[src/rtl/read_stage_elastic_pkg.sv]
`default_nettype none
// ============================================================================
//  Module      : read_stage_elastic_pkg
//  Description : Shared widths, bundle types and operand-field positions for
//                the elastic read stage.
//                Contents: ADDR_WIDTH, INSN_WIDTH, InsnBundle, ReadBundle,
//                RS1_MSB/RS1_LSB, RS2_MSB/RS2_LSB.
//  Revision    : 1.0 - initial release
// ============================================================================
package read_stage_elastic_pkg;

   localparam int ADDR_WIDTH = 30;   // word address; byte address is {addr, 2'b00}
   localparam int INSN_WIDTH = 32;

   // Bit positions of the source-register fields inside an instruction word
   localparam int RS1_MSB = 19;
   localparam int RS1_LSB = 15;
   localparam int RS2_MSB = 24;
   localparam int RS2_LSB = 20;

   // Bundle arriving from fetch
   typedef struct packed {
      logic [ADDR_WIDTH-1:0] addr;
      logic [INSN_WIDTH-1:0] insn;
   } InsnBundle;

   // Bundle leaving toward execute, operands joined
   typedef struct packed {
      logic [ADDR_WIDTH-1:0] addr;
      logic [INSN_WIDTH-1:0] insn;
      logic [31:0]           rs1_data;
      logic [31:0]           rs2_data;
   } ReadBundle;

endpackage : read_stage_elastic_pkg
`default_nettype wire

[src/rtl/read_stage_elastic_fifo.sv]
`default_nettype none
// ============================================================================
//  Module      : read_stage_elastic_fifo
//  Description : DEPTH-entry circular buffer with synchronous flush and an
//                occupancy count. DEPTH need not be a power of two.
//  Ports       : clk, rst_n       - clock, async active-low reset
//                push, push_data  - write one entry
//                pop              - retire the head entry (ignored if empty)
//                flush            - sync clear of count and pointers
//                head_data        - current head entry (registered storage)
//                count            - number of stored entries
//  Revision    : 1.0 - initial release
// ============================================================================
module read_stage_elastic_fifo #(
   parameter int WIDTH = 8,
   parameter int DEPTH = 4
) (
   input  logic                           clk,
   input  logic                           rst_n,
   input  logic                           push,
   input  logic [WIDTH-1:0]               push_data,
   input  logic                           pop,
   input  logic                           flush,
   output logic [WIDTH-1:0]               head_data,
   output logic [$clog2(DEPTH+1)-1:0]     count
);
   import read_stage_elastic_pkg::*;

   localparam int CW = $clog2(DEPTH+1);
   localparam int PW = (DEPTH > 1) ? $clog2(DEPTH) : 1;

   logic [WIDTH-1:0] r_mem [DEPTH];
   logic [PW-1:0]    r_wr_ptr;
   logic [PW-1:0]    r_rd_ptr;
   logic [CW-1:0]    r_count;
   logic             w_pop;

   assign w_pop     = pop & (r_count != '0);
   assign head_data = r_mem[r_rd_ptr];
   assign count     = r_count;

   always_ff @(posedge clk or negedge rst_n) begin
      if (!rst_n) begin
         for (int i = 0; i < DEPTH; i++) r_mem[i] <= '0;
         r_wr_ptr <= '0;
         r_rd_ptr <= '0;
         r_count  <= '0;
      end else if (flush) begin
         // Stored data is intentionally left in place; only bookkeeping clears
         r_wr_ptr <= '0;
         r_rd_ptr <= '0;
         r_count  <= '0;
      end else begin
         if (push) begin
            r_mem[r_wr_ptr] <= push_data;
            r_wr_ptr <= (r_wr_ptr == PW'(DEPTH-1)) ? '0 : r_wr_ptr + PW'(1);
         end
         if (w_pop) begin
            r_rd_ptr <= (r_rd_ptr == PW'(DEPTH-1)) ? '0 : r_rd_ptr + PW'(1);
         end
         if (push && !w_pop)      r_count <= r_count + CW'(1);
         else if (!push && w_pop) r_count <= r_count - CW'(1);
      end
   end

`ifndef SYNTHESIS
   // The upstream credit rule must make a push into a full buffer impossible
   always @(posedge clk) begin
      if (rst_n && !flush)
         assert (!(push && !w_pop && (r_count == CW'(DEPTH))))
            else $error("elastic fifo overflow");
   end
`endif

endmodule : read_stage_elastic_fifo
`default_nettype wire

[src/rtl/read_stage_elastic.sv]
`default_nettype none
// ============================================================================
//  Module      : read_stage_elastic
//  Description : Read stage between fetch and execute. Accepts instruction
//                bundles, issues register-file reads, joins the read data one
//                cycle later in a capture slot and buffers complete bundles in
//                an elastic FIFO. Synchronous flush kills all in-flight state.
//  Ports       : in_*          - upstream valid/ready bundle (addr, insn)
//                rf_*          - regfile read strobe, indices, returned data
//                out_*         - downstream valid/ready bundle with operands
//                flush         - branch redirect kill
//                count         - FIFO occupancy (capture slot excluded)
//  Revision    : 1.0 - initial release
// ============================================================================
module read_stage_elastic
   import read_stage_elastic_pkg::*;
#(
   parameter int ADDR_WIDTH = read_stage_elastic_pkg::ADDR_WIDTH,
   parameter int INSN_WIDTH = read_stage_elastic_pkg::INSN_WIDTH,
   parameter int XLEN       = 32,
   parameter int REG_AW     = 5,
   parameter int DEPTH      = 4
) (
   input  logic                       clk,
   input  logic                       rst_n,
   input  logic                       in_valid,
   output logic                       in_ready,
   input  logic [ADDR_WIDTH-1:0]      in_addr,
   input  logic [INSN_WIDTH-1:0]      in_insn,
   input  logic                       flush,
   output logic                       rf_rd_en,
   output logic [REG_AW-1:0]          rf_rs1,
   output logic [REG_AW-1:0]          rf_rs2,
   input  logic [XLEN-1:0]            rf_rs1_data,
   input  logic [XLEN-1:0]            rf_rs2_data,
   output logic                       out_valid,
   input  logic                       out_ready,
   output logic [ADDR_WIDTH-1:0]      out_addr,
   output logic [INSN_WIDTH-1:0]      out_insn,
   output logic [XLEN-1:0]            out_rs1_data,
   output logic [XLEN-1:0]            out_rs2_data,
   output logic [$clog2(DEPTH+1)-1:0] count
);

   localparam int CW = $clog2(DEPTH+1);
   localparam int BW = ADDR_WIDTH + INSN_WIDTH + 2*XLEN;

   logic                  r_live;       // holds in_ready low until the first edge after reset
   logic                  r_s1_valid;
   logic [ADDR_WIDTH-1:0] r_s1_addr;
   logic [INSN_WIDTH-1:0] r_s1_insn;

   logic [CW-1:0]         w_count;
   logic [CW:0]           w_occ;
   logic                  w_acc;
   logic                  w_push;
   logic                  w_pop;
   logic [BW-1:0]         w_push_data;
   logic [BW-1:0]         w_head;

   // Credit check counts the capture slot, so a bundle in s1 always has a
   // FIFO slot waiting; no dependence on out_ready.
   assign w_occ    = {1'b0, w_count} + {{CW{1'b0}}, r_s1_valid};
   assign in_ready = r_live & ~flush & (w_occ < (CW+1)'(DEPTH));
   assign w_acc    = in_valid & in_ready;

   assign rf_rd_en = w_acc;
   assign rf_rs1   = in_insn[RS1_MSB:RS1_LSB];
   assign rf_rs2   = in_insn[RS2_MSB:RS2_LSB];

   assign out_valid = (w_count != '0) & ~flush;
   assign w_pop     = out_valid & out_ready;
   assign w_push    = r_s1_valid & ~flush;

   assign w_push_data = {r_s1_addr, r_s1_insn, rf_rs1_data, rf_rs2_data};
   assign {out_addr, out_insn, out_rs1_data, out_rs2_data} = w_head;
   assign count = w_count;

   always_ff @(posedge clk or negedge rst_n) begin
      if (!rst_n) begin
         r_live     <= 1'b0;
         r_s1_valid <= 1'b0;
         r_s1_addr  <= '0;
         r_s1_insn  <= '0;
      end else begin
         r_live     <= 1'b1;
         r_s1_valid <= w_acc;   // w_acc is already 0 during flush
         if (w_acc) begin
            r_s1_addr <= in_addr;
            r_s1_insn <= in_insn;
         end
      end
   end

   read_stage_elastic_fifo #(
      .WIDTH (BW),
      .DEPTH (DEPTH)
   ) u_fifo (
      .clk       (clk),
      .rst_n     (rst_n),
      .push      (w_push),
      .push_data (w_push_data),
      .pop       (w_pop),
      .flush     (flush),
      .head_data (w_head),
      .count     (w_count)
   );

endmodule : read_stage_elastic
`default_nettype wire

[config.mk]
export PLATFORM = sky130hd
export DESIGN_NAME = read_stage_elastic
export DESIGN_NICKNAME = d
export VERILOG_FILES = /design/src/rtl/read_stage_elastic_pkg.sv /design/src/rtl/read_stage_elastic_fifo.sv /design/src/rtl/read_stage_elastic.sv
export SDC_FILE = /design/constraint.sdc
export NUM_CORES = 1
export LEC_CHECK = 0
export CAP_MARGIN = 20
export CORE_AREA = 2 2 240 242
export CTS_CLUSTER_DIAMETER = 50
export DETAILED_ROUTE_END_ITERATION = 8
export DIE_AREA = 0 0 242 244
export DONT_BUFFER_PORTS = 1
export GPL_ROUTABILITY_DRIVEN = 0
export GPL_TIMING_DRIVEN = 0
export PLACE_DENSITY_LB_ADDON = 0.15
export SETUP_SLACK_MARGIN = 0.15
export SLEW_MARGIN = 20
export SYNTH_ARGS = -nofsm -noshare
export SYNTH_HDL_FRONTEND = slang
export SYNTH_SLANG_ARGS = --single-unit
[constraint.sdc]
create_clock -name clk -period 2.44 [get_ports clk]
set_input_delay 0.366 -clock clk [delete_from_list [all_inputs] [get_ports clk]]
set_output_delay 0.366 -clock clk [all_outputs]
set_load 0.005 [all_outputs]
==> impl_metrics.toml <==
[cts]
cts_sinks = 575
cts_hold_buf = 127
cts_tree = "yes"
clk_latency_ns = 0.61
clockRootBuffer = "clkbuf_16"
clock_path_buffers = 3
htree_levels = 3
cts_buffers = 76
clkTransAtPathRegs_ns = 0.06

[finish]
seq_area_um2 = 14400
drive_above_1_share = 0.548
utilization = 0.541
multi_input_area_um2 = 10200
fin_cells = 2447
fillCellCount = 4542
area_growth_pct = 20.6
finalNetCount = 1768

[timing]
max_freq_mhz = 421
skew_ns = 0.0237
fin_tns_setup_ns = 0
relSlewSlack = -0.821
rsz0062_at_grt = "yes"
fin_crit_ns = 2.37
fin_crit_sh = 0.973
hold_slack_ns = -0.545
drv_slew = 344
setup_viol = 0
worstMarginPinSlew_ns = 2.73
hold_violations = 336

[global_route]
top_usage_layer = "met2"
grt_overflow_total = 0
grt_max_degree = 576
grt_pass1_vias = 14800
grt_pass1_wl_mm = 92.1
grtUsageMet2 = 0.327
met1_usage = 0.273
grt_use_met3 = 0.0561
antenna_found_initial = 2
grt_util_all_layers = 0.204

[synth]
syn_inst = 1422
synth.distinct_cells = 33
synth-seq-area-share = 0.571
synth_top_area_cell = "dfrtp_1"
synth_area_leaders = "dfrtp_1 57%, mux2_2 18%, mux4_2 11%"
ys_seq_elements = 575
ys_async_sr_fraction = 1.00
syn_area_um2 = 25200
synth_warnings = 0
syn_nets = 1558
synth_top_cell_area_share = 0.571
synth_edf_count = 0
avgSynthCellArea_um2 = 17.7
ys.flop_type = "dfrtp_1"

[routing]
vias = 13200
wl_mm = 58.5
avgRoutedWirePerCell_um = 23.9
drt-vias-per-instance = 5.39
dr.pass1.iters = 4
antenna_left = 0
dr.first_iter.drc_count = 563
drcViolationCount = 0

[status]
violations = "hold timing, slew limit"
status = "finished with violations"

[critical_path]
reg2reg_from = "u_fifo.count[1]"
reg2reg_slack_ns = 0.32
reg2regPathDepth = 7
required_ns = 2.07
crit_fanout = 4
critPathKind = "reg2out"
critPathCaptureType = "output port"
crit_arrival_ns = 2.01
reg2reg_to = "u_fifo.count[2]"
start_kind = "register"

[pwr]
ir_worst_vdd_uv = 623
powerDensity_nw_per_um2 = 1010
total_power_mw = 30.6
p_leak_nw = 14.4

[floorplanning]
core-area_um2 = 56200
start_util = 0.449
die_w_um = 242
die_y_um = 244
io_pins = 273
rows = 87
dieArea_um2 = 59000

[hold_path]
hold_class = "in2async"

[place]
placed_cells = 2178
dp_hpwl_mm = 36.5
io_buffers = 0

[flow_run]
cap_violations = 0
flip-flops by register name (all words and copies together) (netlist names):
signal / count
r_live: 1
r_s1_addr: 30
r_s1_insn: 32
r_s1_valid: 1
u_fifo.count: 3
u_fifo.r_mem: 504
u_fifo.r_rd_ptr: 2
u_fifo.r_wr_ptr: 2
cell usage after synthesis (all sizes together) (2+ instances only):
cell type / number
ha: 4
nand2b: 4
buf: 86
mux4: 126
mux2: 566
mux2i: 2
nand2: 9
clkbuf: 13
inv: 7
nor2: 7
o21ai: 2
nor2b: 4
a21oi: 2
dfrtp: 575
xnor2: 3
layout by cell type, fill, tap and decap left out, drive strengths merged:
cell type / count
dfrtp: 575
mux2: 566
dlygate4sd3: 127
mux4: 126
clkbuf: 122
buf: 90
inv: 15
nand2: 9
clkinv: 8
nor2: 7
clkinvlp: 6
bufinv: 5
nor2b: 4
nand2b: 4
ha: 4
xnor2: 3
a21oi: 2
mux2i: 2
o21ai: 2
diode: 1
nor3: 1
nor3b: 1
and2b: 1
nand3: 1
and3: 1
nor4b: 1
or3: 1
a311o: 1
o22ai: 1
a32oi: 1
fa: 1
bufbuf: 1
conb: 1
metrics by stage:
stage	instance area [um2]	worst slack [ns]
detailed placement	26200	-0.350
finish	30400	0.0656
global placement	26200	-0.311
global route	30400	-0.0333
CTS	30400	0.00687
floorplan	25200	0.406
layout make-up:
cell class / instances / share of cell area
Clock inverter: 27 / 0.0110
Antenna cell: 1 / 0.0000823
Timing Repair Buffer: 132 / 0.0443
Sequential cell: 575 / 0.474
Multi-Input combinational cell: 741 / 0.336
Inverter: 7 / 0.000988
Buffer: 99 / 0.0299
Clock buffer: 109 / 0.0734
Tap cell: 756 / 0.0311
worst max-delay path: stages (launching register included):
cell and delay [ns]:
dfrtp_1 0.38, buf_4 0.14, buf_12 0.12, bufbuf_16 0.26, mux4_2 0.52
cell families (layout without fill, tap and decap cells):
family,Yosys count,after routing,synth area share
mux,694,694,0.390
flops,575,575,0.571
buf+inv,106,374,0.0261
simple gates,31,31,0.00749
compound gates,7,7,0.00179
fa+ha+maj,5,5,0.00278
xor+xnor,3,3,0.00104
other cells,1,2,0.000149
how the worst max path moves through the flow:
| stage | startpoint | endpoint | slack (ns) | cells past startpoint |
|---|---|---|---|---|
| global route | u_fifo.r_rd_ptr[0] | out_rs2_data[0] | -0.03 | 3 |
| CTS | u_fifo.r_rd_ptr[0] | out_rs1_data[5] | 0.007 | 3 |
| floorplan | flush | u_fifo.count[2] | 0.41 | 8 |
| finish | u_fifo.r_rd_ptr[0] | out_insn[24] | 0.07 | 4 |
| detailed placement | u_fifo.r_rd_ptr[0] | out_rs2_data[0] | -0.35 | 3 |
| global placement | u_fifo.r_rd_ptr[0] | out_rs2_data[0] | -0.31 | 3 |
repair_timing:
item	4_1_cts	5_1_grt
cloned	1	0
hold endpoints to repair	894	575
pin swaps	2	1
buffers inserted	4	0
setup endpoints to repair	128	128
resized for setup	92	5
power by group:
group,switching [mW],total [mW],internal [mW]
Combinational,2.68,6.76,4.08
Clock,4.30,11.3,6.95
Sequential,1.21,12.6,11.3
layer usage:
metal | up-vias | share of wire
met3 | 77 | 0.054
met2 | 243 | 0.48
met5 | - | 0
met1 | 7134 | 0.44
li1 | 5729 | -
met4 | 0 | 0.022
(Power assumes the default switching activity.)
